### config.mk
export PLATFORM = sky130hd
export DESIGN_NAME = rx_fifo
export DESIGN_NICKNAME = d
export VERILOG_FILES = /design/src/rtl/rx_fifo_pkg.sv /design/src/rtl/rx_fifo_rise_detect.sv /design/src/rtl/rx_fifo.sv
export SDC_FILE = /design/constraint.sdc
export NUM_CORES = 1
export LEC_CHECK = 0
export BUFFER_PORTS_ARGS = -buffer_cell sky130_fd_sc_hd__buf_2
export CAP_MARGIN = 20
export CORE_MARGIN = 3
export CORE_UTILIZATION = 63
export CTS_BUF_LIST = sky130_fd_sc_hd__clkbuf_8
export DETAILED_ROUTE_END_ITERATION = 8
export MAX_ROUTING_LAYER = met4
export PLACE_DENSITY = 0.82
export SLEW_MARGIN = 20
export SYNTH_ARGS = -nofsm -noshare
export SYNTH_HDL_FRONTEND = slang
export SYNTH_SLANG_ARGS = --single-unit
### constraint.sdc
create_clock -name clk -period 3 [get_ports clk]
set_clock_uncertainty 0.05 [all_clocks]
set_input_delay 0.3 -clock clk [delete_from_list [all_inputs] [get_ports clk]]
set_output_delay 0.3 -clock clk [all_outputs]
set_load 0.05 [all_outputs]
### src/rtl/rx_fifo_pkg.sv
// Shared defaults and helpers for the UART receive buffer.
// Imported by the FIFO core and its edge detector.
package rx_fifo_pkg;

  localparam int INPUT_DATA_WIDTH_DEF = 8;
  localparam int DEPTH_DEF            = 16;

  // Wrap-bit pointer compare: same slot, opposite lap.
  function automatic logic ptr_full(
    input logic [31:0] wr,
    input logic [31:0] rd,
    input int          aw
  );
    logic [31:0] mask;
    mask = (32'd1 << aw) - 32'd1;
    return ((wr & mask) == (rd & mask)) &&
           (wr[aw] != rd[aw]);
  endfunction

endpackage

### src/rtl/rx_fifo_rise_detect.sv
// Converts the receiver's level word-valid into a one-cycle capture pulse.
// dv_q is cleared by reset so a level held through reset captures once.
module rx_fifo_rise_detect
  import rx_fifo_pkg::*;
(
  input  logic clk,
  input  logic reset,
  input  logic level,
  output logic pulse
);

  logic dv_q;

  always_ff @(posedge clk) begin
    if (reset) dv_q <= 1'b0;
    else       dv_q <= level;
  end

  assign pulse = level & ~dv_q;

endmodule

### src/rtl/rx_fifo.sv
// Receive FIFO behind the UART receiver: edge-captured writes,
// show-ahead valid/ready read side, count and sticky overflow status.
module rx_fifo
  import rx_fifo_pkg::*;
#(
  parameter int INPUT_DATA_WIDTH = INPUT_DATA_WIDTH_DEF,
  parameter int DEPTH            = DEPTH_DEF
) (
  input  logic                        clk,
  input  logic                        reset,
  input  logic [INPUT_DATA_WIDTH-1:0] received_data,
  input  logic                        data_is_valid,
  input  logic                        rx_error,
  output logic [INPUT_DATA_WIDTH-1:0] out_data,
  output logic                        out_error,
  output logic                        out_valid,
  input  logic                        out_ready,
  output logic [$clog2(DEPTH):0]      count,
  output logic                        full,
  output logic                        empty,
  output logic                        overflow,
  input  logic                        overflow_clear
);

  localparam int AW = $clog2(DEPTH);
  localparam int EW = INPUT_DATA_WIDTH + 1;

  logic [AW:0]   wr_ptr;
  logic [AW:0]   rd_ptr;
  logic [EW-1:0] mem [DEPTH];
  logic [EW-1:0] head;
  logic [31:0]   wr_ext;
  logic [31:0]   rd_ext;
  logic          cap;
  logic          push;
  logic          pop;
  logic          drop;

  rx_fifo_rise_detect u_rise (
    .clk   (clk),
    .reset (reset),
    .level (data_is_valid),
    .pulse (cap)
  );

  assign wr_ext = 32'(wr_ptr);
  assign rd_ext = 32'(rd_ptr);

  assign empty     = (wr_ptr == rd_ptr);
  assign full      = ptr_full(wr_ext, rd_ext, AW);
  assign count     = wr_ptr - rd_ptr;
  assign out_valid = ~empty;

  assign pop  = out_valid & out_ready;
  // A pop frees the slot a full-FIFO capture lands in.
  assign push = cap & (~full | pop);
  assign drop = cap & full & ~pop;

  assign head      = mem[rd_ptr[AW-1:0]];
  assign out_data  = head[INPUT_DATA_WIDTH-1:0];
  assign out_error = head[EW-1];

  always_ff @(posedge clk) begin
    if (push)
      mem[wr_ptr[AW-1:0]] <= {rx_error, received_data};
  end

  always_ff @(posedge clk) begin
    if (reset) begin
      wr_ptr <= '0;
      rd_ptr <= '0;
    end else begin
      if (push) wr_ptr <= wr_ptr + 1'b1;
      if (pop)  rd_ptr <= rd_ptr + 1'b1;
    end
  end

  // Set beats clear when both land together.
  always_ff @(posedge clk) begin
    if (reset)               overflow <= 1'b0;
    else if (drop)           overflow <= 1'b1;
    else if (overflow_clear) overflow <= 1'b0;
  end

endmodule

Yosys cells after proc, flatten, opt, wreduce, memory -nomap -nowiden

Memory sizes are Yosys's and may differ from the RTL's. A register that Yosys moved wholly into a read port is not among the register bits.
Index checks and enable logic that the tools add are counted.

Equality and inequality tests: 3
Bitwise gates (word level): 10
Add/sub/neg operators: 3
Reduce and logical (&&, ||, !) cells: 2
Multiplexer cells: 6

Operators by type and width:

| kind                                                          | number |
|---|---|
| 5-bit by 1-bit adder with 5-bit output, second input constant | 2 |
| 4-bit two-way mux                                             | 2 |
| 1-bit AND                                                     | 5 |
| 5-bit == test                                                 | 1 |
| 5-bit subtractor                                              | 1 |
| 4-bit == test                                                 | 1 |
| 1-bit two-way mux                                             | 4 |
| 1-bit inverter                                                | 4 |
| 2-bit nonzero test                                            | 1 |
| 1-bit logical AND                                             | 1 |
| 1-bit != test                                                 | 1 |
| 1-bit OR                                                      | 1 |

Input port bits: 14
Memories: 1
Memory bits (writable): 144
Output and inout port bits: 18
Logic and storage cells: 29
Flip-flop bits (word level): 12

Memory list:

| name | words | width | rd ports | clocked after memory_dff | write ports | RTL line      | source |
|---|---|---|---|---|---|---|---|
| mem  | 16    | 9     | 1        | 1                        | 1           | rx_fifo.sv:30 | `logic [EW-1:0] mem [DEPTH];` |

Longest topological paths before layout

Word-level depth: 7
Mapped depth: 7
Gate-level depth less buffers: 7

Cells and area by module

Synthesis repeated with hierarchy kept, for this count alone.

Cells, all modules: 332
Area, all modules: 6,334.8 sq um

Modules (own cells, without submodules):

| module              | instances | area an instance (sq um) | seq. area each (sq um) | cells each |
|---|---|---|---|---|
| rx_fifo             | 1         | 6,287.3                  | 4,624.4                | 329 |
| rx_fifo_rise_detect | 1         | 47.5                     | 20.0                   | 3 |

Least setup slack after synthesis

OpenSTA, ideal clock, no wires.

Path kind: register -> output
Start: reg wr_ptr[0]
End: out out_valid
Path buffers: 0
Stages on the path, launching flop included: 6
Arrival time: 2,202 ps
Setup slack: 448 ps
Data required time: 2,650 ps
Path through: dfxtp_1 -> inv_1 -> ha_1 -> nand4_1 -> nor2_1 -> inv_1

Cells in the longest elaborated chain, start to end: 2

RTL lines:

| item                   | RTL line      | source |
|---|---|---|
| from (decl)            | rx_fifo.sv:28 | `logic [AW:0] wr_ptr;` |
| from (signal assigned) | rx_fifo.sv:73 | `if (push) wr_ptr <= wr_ptr + 1'b1;` |
| 5-bit == test          | rx_fifo.sv:49 | `assign empty = (wr_ptr == rd_ptr);` |
| named net empty        | rx_fifo.sv:20 | `output logic empty,` |
| 1-bit inverter         | rx_fifo.sv:52 | `assign out_valid = ~empty;` |
| to (decl)              | rx_fifo.sv:16 | `output logic out_valid,` |

The timed path passes the listed nets, and every way through them passes these cells.

==> impl_metrics.tcl <==
set metrics [dict create \
    cp_data_required_time_ns 2.65 \
    synth.avg_cell_area_um2 19.3 \
    die_area_mm2 0.0114 \
    cts_setup_buffers 0 \
    synth.distinct_cells 39 \
    cp.arrival_ns 2.38 \
    yosysMostFrequentCell "edfxtp_1" \
    tightestPinTransition_ns 0.737 \
    clk_pin_slew_ns 0.08 \
    synthCells 330 \
    track_usage_pct 23.8 \
    dp_slack_ns 0.553 \
    post-route-drc-count 0 \
    period_share_pct 91.0 \
    htreeDepth 4 \
    placementRows 36 \
    slew_violations 0 \
    num-nets-final 393 \
    wl_um 11800 \
    cp_slowest_cell "mux4_2" \
    fmax_mhz 366 \
    start_kind "flop" \
    yosysSeqAreaShare_pct 72.9 \
    async_reset_ff_share_pct 0 \
    clk_path_buf_depth 2 \
    hold_violations 0 \
    rsz0062_at_grt "false" \
    rrSetupSlack_ns 0.53 \
    dp_hpwl_um 7400 \
    r2r_cells 6 \
    grt_pass1_vias 3274 \
    synth_edf_count 144 \
    post_cts_resized 0 \
    peakVddDrop_mv 0.576 \
    grt_pass1_wl_um 18600 \
    fin_ws_ns 0.269 \
    synth.top_cells.by_area "edfxtp_1 (68%), mux4_2 (13%), dfxtp_1 (5.0%)" \
    tns_ns 0 \
    period_needed_ns 2.73 \
    gp_congestion 0.800 \
    wl_per_cell_um 23.0 \
    yosys_register_bits 160 \
    synth.top_cell.area_share_pct 67.8 \
    syn_to_final_growth_pct 10.1 \
    numCtsBuffers 17 \
    endpoint_kind "output pin" \
    ys.flop_type "edfxtp_1" \
    ant_nets 0 \
    power_density_mw_per_mm2 683 \
    cts_tree "yes" \
    yosysTopAreaCell "edfxtp_1" \
    netlist_area_mm2 0.00637 \
    insertion_delay_ns 0.44 \
    placed_cells 483 \
    worstHoldStart "data_is_valid" \
    cap_violations 0 \
    whs_endpoint "u_rise.dv_q" \
    outcome "finished clean" \
    die_width_um 107 \
    drt_iter0_drc 350 \
    p_leak_nw 2.34 \
    rr_endpoint "mem[5][1]" \
    finalNonFillerCells 515 \
    antenna_found_initial 0 \
    crit_chain "buf_12 -> mux4_2 -> a22oi_1 -> nand2_1 -> buf_2" \
    io_pins 32 \
    drive_above_1_share_pct 27.2 \
    clock-sinks 160 \
    crit_type "reg -> out" \
    antenna_cells 0 \
    setup_violations 0 \
    whs_path_depth 2 \
    cpPeakStageDelay_ns 0.54 \
    initial_core_util_pct 64.9 \
    grt_max_degree 37 \
    via_per_inst 6.23 \
    hold_path_class "in -> reg" \
    syn_nets 354 \
    drtPass1Iterations 5 \
    crit_fanout 36 \
    synth_warnings 0 \
    synth_common_cells "edfxtp_1 (144), mux4_2 (36), a22oi_1 (18), dfxtp_1 (16), nor2_1 (14)" \
    port_buffers 31 \
    root_buffer "clkbuf_8" \
    ctsHoldBuffers 0 \
    reg2reg_from "wr_ptr[0]" \
    final_util_pct 71.5 \
    die_h_um 107 \
    gr-total-overflow 0 \
    core-area_mm2 0.00982 \
    routed-via-count 3209 \
    slew_headroom_pct 50.7 \
]
## cells by family after synthesis
kind of cell | Yosys count | synth area share (%)
DFF | 160 | 72.9
buffers and inverters | 21 | 1.77
and+or+nand+nor | 57 | 4.81
adders and majority gates | 10 | 2.08
AOI/OAI and AO/OA | 34 | 3.95
muxes | 38 | 13.0
xor gates and xnor gates | 10 | 1.49
## sequential cells by signal, summed over array words and instances (netlist names), named ones only
register and cells:
rd_ptr 5, wr_ptr 5, mem 144, overflow 1, u_rise.dv_q 1
## worst max path at each step
stage	from	to	slack, ns	cells after the start
global placement	wr_ptr[0]	mem[5][0]	0.65	6
floorplan	wr_ptr[0]	out_valid	0.45	5
detailed placement	wr_ptr[0]	mem[7][1]	0.55	6
global route	wr_ptr[0]	count[4]	0.22	8
CTS	flop	out_error	0.25	5
finish	flop	out_error	0.27	5
## per-layer routing
metal / track usage (%) / routed length [um] / vias up
met4: 12.0 / 442 / 0
met2: 32.1 / 5430 / 163
met5: - / 0 / -
met3: 6.38 / 907 / 22
li1: - / - / 1407
met1: 34.1 / 5050 / 1617
## layout make-up
type	instances	area, um2
tap	133	166
timing repair buffer	33	195
sequential	160	4650
fill	609	2800
multi-input combinational	149	1620
clock inverter	15	130
inverter	8	30.0
clock buffer	17	234
## worst max-delay path, delay by kind of cell (launching register included)
family / cells / cell delay, ns
flip-flops: 1 / 0.35
AND/OR/NAND/NOR: 1 / 0.10
multiplexers: 1 / 0.54
AO/OA/AOI/OAI: 1 / 0.43
buffers and inverters: 2 / 0.49
## stage by stage
stage	cell area [um2]	hold WS, ns	power [W]
floorplan	6370	0.319	0.00321
global placement	6650	0.478	0.00340
detailed placement	6650	0.480	0.00341
CTS	7020	0.00420	0.00482
global route	7020	0.0181	0.00497
finish	7020	0.0282	0.00480
## layout by cell type, fill, tap and decap left out, types with 2 or more instances in the layout
cell type | netlist | layout
mux2i_1 | 2 | 2
nand3_1 | 2 | 2
and3_1 | 11 | 11
bufinv_16 | 0 | 2
and2_1 | 6 | 6
o21ai_0 | 2 | 2
dfxtp_1 | 16 | 15
clkbuf_8 | 0 | 17
buf_12 | 0 | 2
a22oi_1 | 18 | 18
buf_2 | 2 | 31
ha_1 | 9 | 9
edfxtp_1 | 144 | 144
mux4_2 | 36 | 36
inv_1 | 8 | 11
clkinvlp_4 | 0 | 4
or3_1 | 2 | 2
a21oi_1 | 6 | 6
nor2b_1 | 6 | 6
nand4_1 | 2 | 2
nand2_1 | 9 | 9
xnor2_1 | 5 | 5
clkinv_2 | 0 | 5
a21o_1 | 2 | 2
xor2_1 | 4 | 4
nor2_1 | 14 | 14
## power breakdown
| group | internal [W] | total (W) | switching, W |
|---|---|---|---|
| registers | 0.00246 | 0.00248 | 0.0000196 |
| clock network | 0.000716 | 0.00144 | 0.000725 |
| logic | 0.000322 | 0.000877 | 0.000555 |
(Power assumes the default switching activity.)
